--- src/rtl/vc_output_arbiter_if.sv ---
// Bundle of the arbiter's source, destination and status signals.
// slave = arbiter side, master = transaction-layer/FIFO side.
interface vc_output_arbiter_if #(
    parameter int DATA_WIDTH = 6
);
    logic [3:0]            state;
    logic                  prio_mode;
    logic [3:0]            src_empty;
    logic [DATA_WIDTH-1:0] src_data0;
    logic [DATA_WIDTH-1:0] src_data1;
    logic [DATA_WIDTH-1:0] src_data2;
    logic [DATA_WIDTH-1:0] src_data3;
    logic [3:0]            dst_almost_full;
    logic [3:0]            src_pop;
    logic [3:0]            dst_push;
    logic [DATA_WIDTH-1:0] dst_data;
    logic [1:0]            grant_id;
    logic [7:0]            xfer_count;
    logic                  idle;

    modport slave (
        input  state, prio_mode, src_empty,
        input  src_data0, src_data1, src_data2, src_data3,
        input  dst_almost_full,
        output src_pop, dst_push, dst_data, grant_id, xfer_count, idle
    );

    modport master (
        output state, prio_mode, src_empty,
        output src_data0, src_data1, src_data2, src_data3,
        output dst_almost_full,
        input  src_pop, dst_push, dst_data, grant_id, xfer_count, idle
    );
endinterface

--- src/rtl/vc_output_arbiter.sv ---
// Four-VC egress arbiter: combinational pop of the winner, registered push
// into the destination FIFO selected by the word's class field.
module vc_output_arbiter #(
    parameter int         DATA_WIDTH  = 6,
    parameter logic [3:0] ACTIVE_CODE = 4'b1000
) (
    input logic                clk,
    input logic                reset,
    vc_output_arbiter_if.slave bus
);
    logic [DATA_WIDTH-1:0] head [4];
    logic [1:0]            cls  [4];
    logic [3:0]            elig;
    logic                  active;

    logic                  gnt_vld;
    logic [1:0]            gnt_idx;
    logic [1:0]            rr_idx;

    logic [3:0]            dst_push_q, dst_push_d;
    logic [DATA_WIDTH-1:0] dst_data_q, dst_data_d;
    logic [1:0]            grant_id_q, grant_id_d;
    logic [7:0]            xfer_cnt_q, xfer_cnt_d;
    logic                  idle_q, idle_d;

    assign head[0] = bus.src_data0;
    assign head[1] = bus.src_data1;
    assign head[2] = bus.src_data2;
    assign head[3] = bus.src_data3;

    assign active = (bus.state == ACTIVE_CODE) && !reset;

    // A source blocked by its own destination never stalls the others.
    always_comb begin
        elig = '0;
        for (int unsigned i = 0; i < 4; i++) begin
            cls[i]  = head[i][DATA_WIDTH-1 -: 2];
            elig[i] = active && !bus.src_empty[i] && !bus.dst_almost_full[cls[i]];
        end
    end

    // grant_id_q doubles as the round-robin pointer; search starts one past it.
    always_comb begin
        gnt_vld = 1'b0;
        gnt_idx = '0;
        rr_idx  = '0;
        if (bus.prio_mode) begin
            for (int unsigned k = 0; k < 4; k++) begin
                if (!gnt_vld && elig[k]) begin
                    gnt_vld = 1'b1;
                    gnt_idx = k[1:0];
                end
            end
        end else begin
            for (int unsigned k = 1; k <= 4; k++) begin
                rr_idx = grant_id_q + k[1:0];
                if (!gnt_vld && elig[rr_idx]) begin
                    gnt_vld = 1'b1;
                    gnt_idx = rr_idx;
                end
            end
        end
    end

    always_comb begin
        dst_push_d = '0;
        dst_data_d = dst_data_q;
        grant_id_d = grant_id_q;
        xfer_cnt_d = xfer_cnt_q;
        idle_d     = (&bus.src_empty) && !gnt_vld;
        if (gnt_vld) begin
            dst_push_d = 4'b0001 << cls[gnt_idx];
            dst_data_d = head[gnt_idx];
            grant_id_d = gnt_idx;
            if (xfer_cnt_q != 8'hFF) begin
                xfer_cnt_d = xfer_cnt_q + 8'd1;
            end
        end
    end

    always_ff @(posedge clk) begin
        if (reset) begin
            dst_push_q <= '0;
            dst_data_q <= '0;
            grant_id_q <= 2'd3;
            xfer_cnt_q <= '0;
            idle_q     <= 1'b1;
        end else begin
            dst_push_q <= dst_push_d;
            dst_data_q <= dst_data_d;
            grant_id_q <= grant_id_d;
            xfer_cnt_q <= xfer_cnt_d;
            idle_q     <= idle_d;
        end
    end

    assign bus.src_pop    = gnt_vld ? (4'b0001 << gnt_idx) : '0;
    assign bus.dst_push   = dst_push_q;
    assign bus.dst_data   = dst_data_q;
    assign bus.grant_id   = grant_id_q;
    assign bus.xfer_count = xfer_cnt_q;
    assign bus.idle       = idle_q;
endmodule

--- src/flat_wrapper.sv ---
// flat-port wrapper written by rule: the top's interface ports become plain ports
module vc_output_arbiter_flat 
#(
    parameter int         DATA_WIDTH  = 6,
    parameter logic [3:0] ACTIVE_CODE = 4'b1000
)
  (clk, reset, bus_state, bus_prio_mode, bus_src_empty, bus_src_data0, bus_src_data1, bus_src_data2, bus_src_data3, bus_dst_almost_full, bus_src_pop, bus_dst_push, bus_dst_data, bus_grant_id, bus_xfer_count, bus_idle);
  vc_output_arbiter_if #(.DATA_WIDTH(DATA_WIDTH)) bus_i ();
  input logic clk;
  input logic reset;
  input wire logic [$bits(bus_i.state)-1:0] bus_state;
  input wire logic [$bits(bus_i.prio_mode)-1:0] bus_prio_mode;
  input wire logic [$bits(bus_i.src_empty)-1:0] bus_src_empty;
  input wire logic [$bits(bus_i.src_data0)-1:0] bus_src_data0;
  input wire logic [$bits(bus_i.src_data1)-1:0] bus_src_data1;
  input wire logic [$bits(bus_i.src_data2)-1:0] bus_src_data2;
  input wire logic [$bits(bus_i.src_data3)-1:0] bus_src_data3;
  input wire logic [$bits(bus_i.dst_almost_full)-1:0] bus_dst_almost_full;
  output wire logic [$bits(bus_i.src_pop)-1:0] bus_src_pop;
  output wire logic [$bits(bus_i.dst_push)-1:0] bus_dst_push;
  output wire logic [$bits(bus_i.dst_data)-1:0] bus_dst_data;
  output wire logic [$bits(bus_i.grant_id)-1:0] bus_grant_id;
  output wire logic [$bits(bus_i.xfer_count)-1:0] bus_xfer_count;
  output wire logic [$bits(bus_i.idle)-1:0] bus_idle;
  assign bus_i.state = bus_state;
  assign bus_i.prio_mode = bus_prio_mode;
  assign bus_i.src_empty = bus_src_empty;
  assign bus_i.src_data0 = bus_src_data0;
  assign bus_i.src_data1 = bus_src_data1;
  assign bus_i.src_data2 = bus_src_data2;
  assign bus_i.src_data3 = bus_src_data3;
  assign bus_i.dst_almost_full = bus_dst_almost_full;
  assign bus_src_pop = bus_i.src_pop;
  assign bus_dst_push = bus_i.dst_push;
  assign bus_dst_data = bus_i.dst_data;
  assign bus_grant_id = bus_i.grant_id;
  assign bus_xfer_count = bus_i.xfer_count;
  assign bus_idle = bus_i.idle;
  vc_output_arbiter #(.DATA_WIDTH(DATA_WIDTH), .ACTIVE_CODE(ACTIVE_CODE)) u_core (.clk(clk), .reset(reset), .bus(bus_i));
endmodule
--- config.mk ---
export PLATFORM = sky130hd
export DESIGN_NAME = vc_output_arbiter_flat
export DESIGN_NICKNAME = d
export VERILOG_FILES = /design/src/rtl/vc_output_arbiter_if.sv /design/src/rtl/vc_output_arbiter.sv /design/src/flat_wrapper.sv
export SDC_FILE = /design/constraint.sdc
export NUM_CORES = 1
export LEC_CHECK = 0
export BUFFER_PORTS_ARGS = -buffer_cell sky130_fd_sc_hd__buf_2
export CAP_MARGIN = 20
export CELL_PAD_IN_SITES_DETAIL_PLACEMENT = 2
export CELL_PAD_IN_SITES_GLOBAL_PLACEMENT = 2
export CORE_MARGIN = 4
export CORE_UTILIZATION = 28
export DETAILED_ROUTE_END_ITERATION = 16
export PLACE_DENSITY = 0.92
export SYNTH_ARGS = -nofsm -noshare
export SYNTH_HDL_FRONTEND = slang
export SYNTH_SLANG_ARGS = --single-unit
--- constraint.sdc ---
create_clock -name clk -period 4.6 [get_ports clk]
set_clock_uncertainty 0.15 [all_clocks]
set_input_delay 0.46 -clock clk [delete_from_list [all_inputs] [get_ports clk]]
set_output_delay 0.46 -clock clk [all_outputs]
set_load 0.01 [all_outputs]
# Word-level counts from Yosys, hierarchy flattened
# Cells that the tools add are included.
[word_totals]
register_bits = 21
latch_bits = 0
mem_bits_rw = 0
rom_bits = 0
inputBits = 39
out_inout_bits = 25
elab_cells = 105
memories = 0
[op_classes]
addsub = 4
n_mul = 0
n_div = 0
n_lt_le_gt_ge = 9
n_eq_ne = 2
n_shift = 2
n_mux = 46
n_bitwise = 2
reduce_logical = 35
[op_table]
columns = ["cell", "n"]
rows = [
  ["less-than comparator 2 x 3 -> 1 bit, second input constant", 8],
  ["2-to-1 mux 1 bit", 24],
  ["2-to-1 mux 2 bit", 9],
  ["binary-select mux 1 bit (select 2 bit)", 8],
  ["logical AND 1 bit", 16],
  ["logical NOT 1 bit", 16],
  ["binary-select mux 6 bit (select 2 bit)", 1],
  ["2-to-1 mux 6 bit", 2],
  ["adder 8 x 1 -> 8 bit, second input constant", 1],
  ["!= test 8 bit, second input constant", 1],
  ["left shift 1 x 2 -> 4 bit, first input constant", 2],
  ["adder 2 bit, second input constant", 2],
  ["binary-select mux 2 bit (select 2 bit)", 1],
  ["equality test 4 bit, second input constant", 1],
  ["2-to-1 mux 4 bit", 1],
  ["AND reduction 4 bit", 1],
  [">= comparator 3 bit, second input constant", 1],
  ["inverter 2 -> 3 bit", 1],
  ["adder 2 x 1 -> 2 bit, second input constant", 1],
  ["AND reduction 2 bit", 1],
  ["OR reduction 2 bit", 1],
  ["inverter 1 bit", 1],
]

# Depth between registers and ports, before layout
[logic_depth]
ltp_word = 25
depth_mapped = 9

# Worst setup path before layout
# No wires, ideal clock.
[synth_timing]
path_type = "input-to-output"
start = "input bus_src_data2[5]"
end = "output bus_src_pop[1]"
arrival_time_ns = 2.225
t_required_ns = 3.990
setup_slack_ns = 1.765
cell_stages = 7
path_buffers = 1
cell_sequence = "mux2i_1 -> a22oi_1 -> mux4_2 -> a2bb2oi_1 -> a221oi_4 -> buf_6 -> and2_2"
[synth_via]
elab_chain_len = 22
[synth_lines]
columns = ["item", "line_no", "text"]
rows = [
  ["from (decl)", "flat_wrapper.sv:16", "input wire logic [$bits(bus_i.src_data2)-1:0] bus_src_data2;"],
  ["binary-select mux 1 bit (select 2 bit) *", "vc_output_arbiter.sv:38", "elig[i] = active && !bus.src_empty[i] && !bus.dst_almost_full[cls[i]];"],
  ["2-to-1 mux 1 bit (implied by the code) *", "vc_output_arbiter.sv:38", ""],
  ["logical NOT 1 bit *", "vc_output_arbiter.sv:38", ""],
  ["logical AND 1 bit *", "vc_output_arbiter.sv:38", ""],
  ["binary-select mux 1 bit (select 2 bit)", "vc_output_arbiter.sv:57", "if (!gnt_vld && elig[rr_idx]) begin"],
  ["2-to-1 mux 1 bit (implied by the code)", "vc_output_arbiter.sv:57", ""],
  ["2-to-1 mux 1 bit", "vc_output_arbiter.sv:57", ""],
  ["2-to-1 mux 1 bit", "vc_output_arbiter.sv:47", "if (bus.prio_mode) begin"],
  ["[6 not listed]", "--", ""],
  ["2-to-1 mux 1 bit", "vc_output_arbiter.sv:57", ""],
  ["2-to-1 mux 1 bit", "vc_output_arbiter.sv:47", ""],
  ["logical NOT 1 bit", "vc_output_arbiter.sv:57", ""],
  ["logical AND 1 bit", "vc_output_arbiter.sv:57", ""],
  ["2-to-1 mux 2 bit", "vc_output_arbiter.sv:57", ""],
  ["2-to-1 mux 2 bit", "vc_output_arbiter.sv:47", ""],
  ["left shift 1 x 2 -> 4 bit", "vc_output_arbiter.sv:97", "assign bus.src_pop = gnt_vld ? (4'b0001 << gnt_idx) : '0;"],
  ["2-to-1 mux 4 bit *", "vc_output_arbiter.sv:97", ""],
  ["to (decl)", "flat_wrapper.sv:19", "output wire logic [$bits(bus_i.src_pop)-1:0] bus_src_pop;"],
]
# Every way passes the cells marked *; elsewhere a longest branch is shown, timed or not. The select of a mux whose other input is x is not followed.

# Worst setup path after layout
# Ends and elaborated chain as after synthesis.

==> results_dict.tcl <==
set metrics [dict create \
    antenna_left 0 \
    initialDrtViolationCount 77 \
    layout-drive-gt1-share_pct 39.4 \
    status "finished clean" \
    hold_path.startpoint "bus_src_empty[1]" \
    startpoint "bus_src_data2[5]" \
    seq_area_um2 420 \
    yosysSeqAreaShare_pct 29.6 \
    die_height_um 79.2 \
    ios 64 \
    crit_path_frequent_cell "buf_2" \
    coreArea_um2 4820 \
    antenna_cells 0 \
    cts-root-buf "clkbuf_8" \
    start_kind "input pin" \
    fp-row-count 25 \
    min_period_over_period_pct 76.7 \
    synth_edf_count 0 \
    syn_area_um2 1420 \
    crit_arrival_ns 2.92 \
    routed_wl_um 5010 \
    path_max_fanout 14 \
    holdWs_ns 0.339 \
    critical_path_depth 8 \
    die_w_um 79.2 \
    grt_max_degree 20 \
    hold_depth 2 \
    placed_cells 279 \
    crit_type "in -> out" \
    drv_cap 0 \
    cts_resized 0 \
    track_usage_pct 16.9 \
    hp-class "in -> reg" \
    dp_hpwl_um 4080 \
    crit_slowest_cell "a221oi_4" \
    synth.area.top_cells "dfxtp_1 30%, mux2i_1 13%, nor2b_1 3.5%, nor2_1 3.4%, mux2_2 3.2%" \
    gp_congestion 0.845 \
    cts.sinks 21 \
    postCtsHoldBufs 0 \
    cp_cell_sequence "buf_2 > mux2i_1 > a22oi_1 > mux4_2 > a2bb2oi_1 > a221oi_4 > and2_2 > buf_2" \
    vias 1459 \
    critPathTopFamily "compound AO/OA/AOI/OAI gates" \
    postPlaceCellArea_um2 1780 \
    syn_inst 154 \
    path_buf_inv 2 \
    synth_top_area_share_pct 29.6 \
    reg2regPathDepth 6 \
    nNetsFinal 257 \
    rsz0062_at_grt "false" \
    clk_pin_slew_worst_paths_ns 0.07 \
    synth-main-ff-cell "dfxtp_1" \
    min_period_ns 3.53 \
    syn_area_per_cell_um2 9.22 \
    postLayoutCellArea_um2 1830 \
    htree_levels 1 \
    worst_pin_slew_ns 0.810 \
    die_area_um2 6280 \
    clockPowerShare_pct 31.0 \
    max_freq_mhz 283 \
    grt_first_pass_wirelength_um 8370 \
    insertion_delay_ns 0.27 \
    start_util_pct 29.5 \
    p_comb_share_pct 22.2 \
    setup-violations-final 0 \
    grt-ovfl-total 0 \
    cts_buffers 3 \
    cts_tree "done" \
    post_cts_buffers 0 \
    slowest_delay_ns 0.73 \
    cp-end-kind "primary output" \
    syn2layout_area_growth_pct 28.6 \
    finalHoldViolations 0 \
    leakagePower_nw 0.813 \
    power.density_nw_per_um2 218 \
    n_fill_cell 573 \
    reg2reg_from "u_core.bus.grant_id[0]" \
    multi_input_area_um2 942 \
    synth.distinct_cells 50 \
    p_sw_share_pct 28.4 \
    port-buffer-count 63 \
    drcViolationCount 0 \
    setup_tns_ns 0 \
    grt_pass1_vias 1631 \
    maxSlewHeadroom_pct 46.0 \
    grt_antenna_before_repair 0 \
    synthArstFlopShare_pct 0 \
    avgViaCountPerCell 5.16 \
    post-synth-top-area-cell "dfxtp_1" \
    drt_first_pass_iters 4 \
    syn_nets 194 \
    ir_drop_v 0.000141 \
    stdcell_count 283 \
    cts.path.max_buffers 2 \
    critPathRequiredTime_ns 3.99 \
    synth-warning-count 0 \
    slew_viol_final 0 \
    seqPwrFrac_pct 46.8 \
    wire_per_inst_um 17.7 \
    power.total_uw 398 \
    internal_power_uw 285 \
    switchingPower_uw 113 \
    synth_seq_cells 21 \
]
[area by class of cell]
class	instances	area share, %
Clock buffer	3	2.26
Clock inverter	1	0.274
Inverter	3	0.616
Multi-Input combinational cell	124	51.6
Sequential cell	21	23.0
Tap cell	67	4.59
Timing Repair Buffer	64	17.7
[registers in the layout, indices dropped and copies added, names as in the netlist]
name,cells
u_core.bus.dst_data,6
u_core.bus.dst_push,4
u_core.bus.idle,1
u_core.bus.grant_id,2
u_core.bus.xfer_count,8
[cells in the mapped netlist, types with 2 or more instances]
| cell type | count |
|---|---|
| a221oi_1 | 2 |
| nor3b_1 | 2 |
| xor2_1 | 4 |
| and2_1 | 2 |
| clkbuf_1 | 2 |
| and3_1 | 2 |
| mux2_2 | 4 |
| nor2_1 | 13 |
| mux2i_1 | 19 |
| nor3_1 | 2 |
| a211oi_1 | 2 |
| buf_6 | 3 |
| a22oi_1 | 2 |
| dfxtp_1 | 21 |
| o21ai_0 | 7 |
| nand4_1 | 3 |
| and2_2 | 3 |
| nand2_1 | 6 |
| inv_1 | 3 |
| a21oi_1 | 7 |
| a22oi_2 | 2 |
| o22ai_1 | 5 |
| nor4_1 | 2 |
| or3_1 | 2 |
| nand3b_1 | 2 |
| nor2b_1 | 8 |
[metal layers]
layer	routed length, µm	up-vias	GRT usage (%)
met1	2110	699	20.2
met2	2580	43	30.3
met3	186	10	2.61
li1	-	707	-
met5	0	-	0
met4	131	0	6.36
[power by group through the flow]
stage | sequential (mW) | clock (mW) | combinational [mW]
final | 0.186 | 0.124 | 0.0886
after global routing | 0.187 | 0.135 | 0.0977
after CTS | 0.186 | 0.127 | 0.0892
after detailed placement | 0.191 | 0 | 0.0885
after global placement | 0.190 | 0 | 0.0837
after floorplan | 0.191 | 0 | 0.0517
[final timing paths]
kind                                            endpoint  slack (ns)
worst max register to register    u_core.bus.dst_data[3]        1.68
worst min-delay path                     u_core.bus.idle        0.34
worst min register to register  u_core.bus.xfer_count[7]        0.37
worst max-delay path                      bus_src_pop[1]        1.07
[logic make-up (layout without fill, tap and decap cells)]
| logic type | Yosys count | in the layout | synth area share (%) |
|---|---|---|---|
| AO/OA/AOI/OAI | 39 | 39 | 21.3 |
| adder cells (fa/ha/maj) | 1 | 1 | 0.881 |
| buffers and inverters | 9 | 71 | 4.05 |
| AND/OR/NAND/NOR | 53 | 53 | 20.9 |
| XOR/XNOR | 5 | 5 | 3.08 |
| flip-flops | 21 | 21 | 29.6 |
| multiplexers | 26 | 26 | 20.2 |
[per-stage QoR]
step                utilization (%)  worst slack (ns)
floorplan                         -              1.76
global placement               37.0              1.09
detailed placement             37.0              1.07
CTS                            37.9              1.06
global route                   37.9             0.857
finish                         37.9              1.07
[layout by cell type, fill, tap and decap left out, drive strengths merged, types with 2 or more instances in the layout]
| cell type | count |
|---|---|
| a22o | 2 |
| and2 | 5 |
| nand4 | 3 |
| o22ai | 5 |
| buf | 64 |
| a221oi | 3 |
| mux2i | 20 |
| nor2 | 13 |
| xor2 | 4 |
| nor3b | 2 |
| inv | 3 |
| nor4 | 2 |
| dfxtp | 21 |
| a22oi | 4 |
| a211oi | 2 |
| o21ai | 7 |
| nor3 | 2 |
| clkbuf | 3 |
| a21oi | 7 |
| nand2 | 6 |
| mux2 | 5 |
| and3 | 3 |
| nand3b | 2 |
| nor2b | 8 |
| or3 | 2 |
No activity file was read; power rests on OpenSTA's default activity.
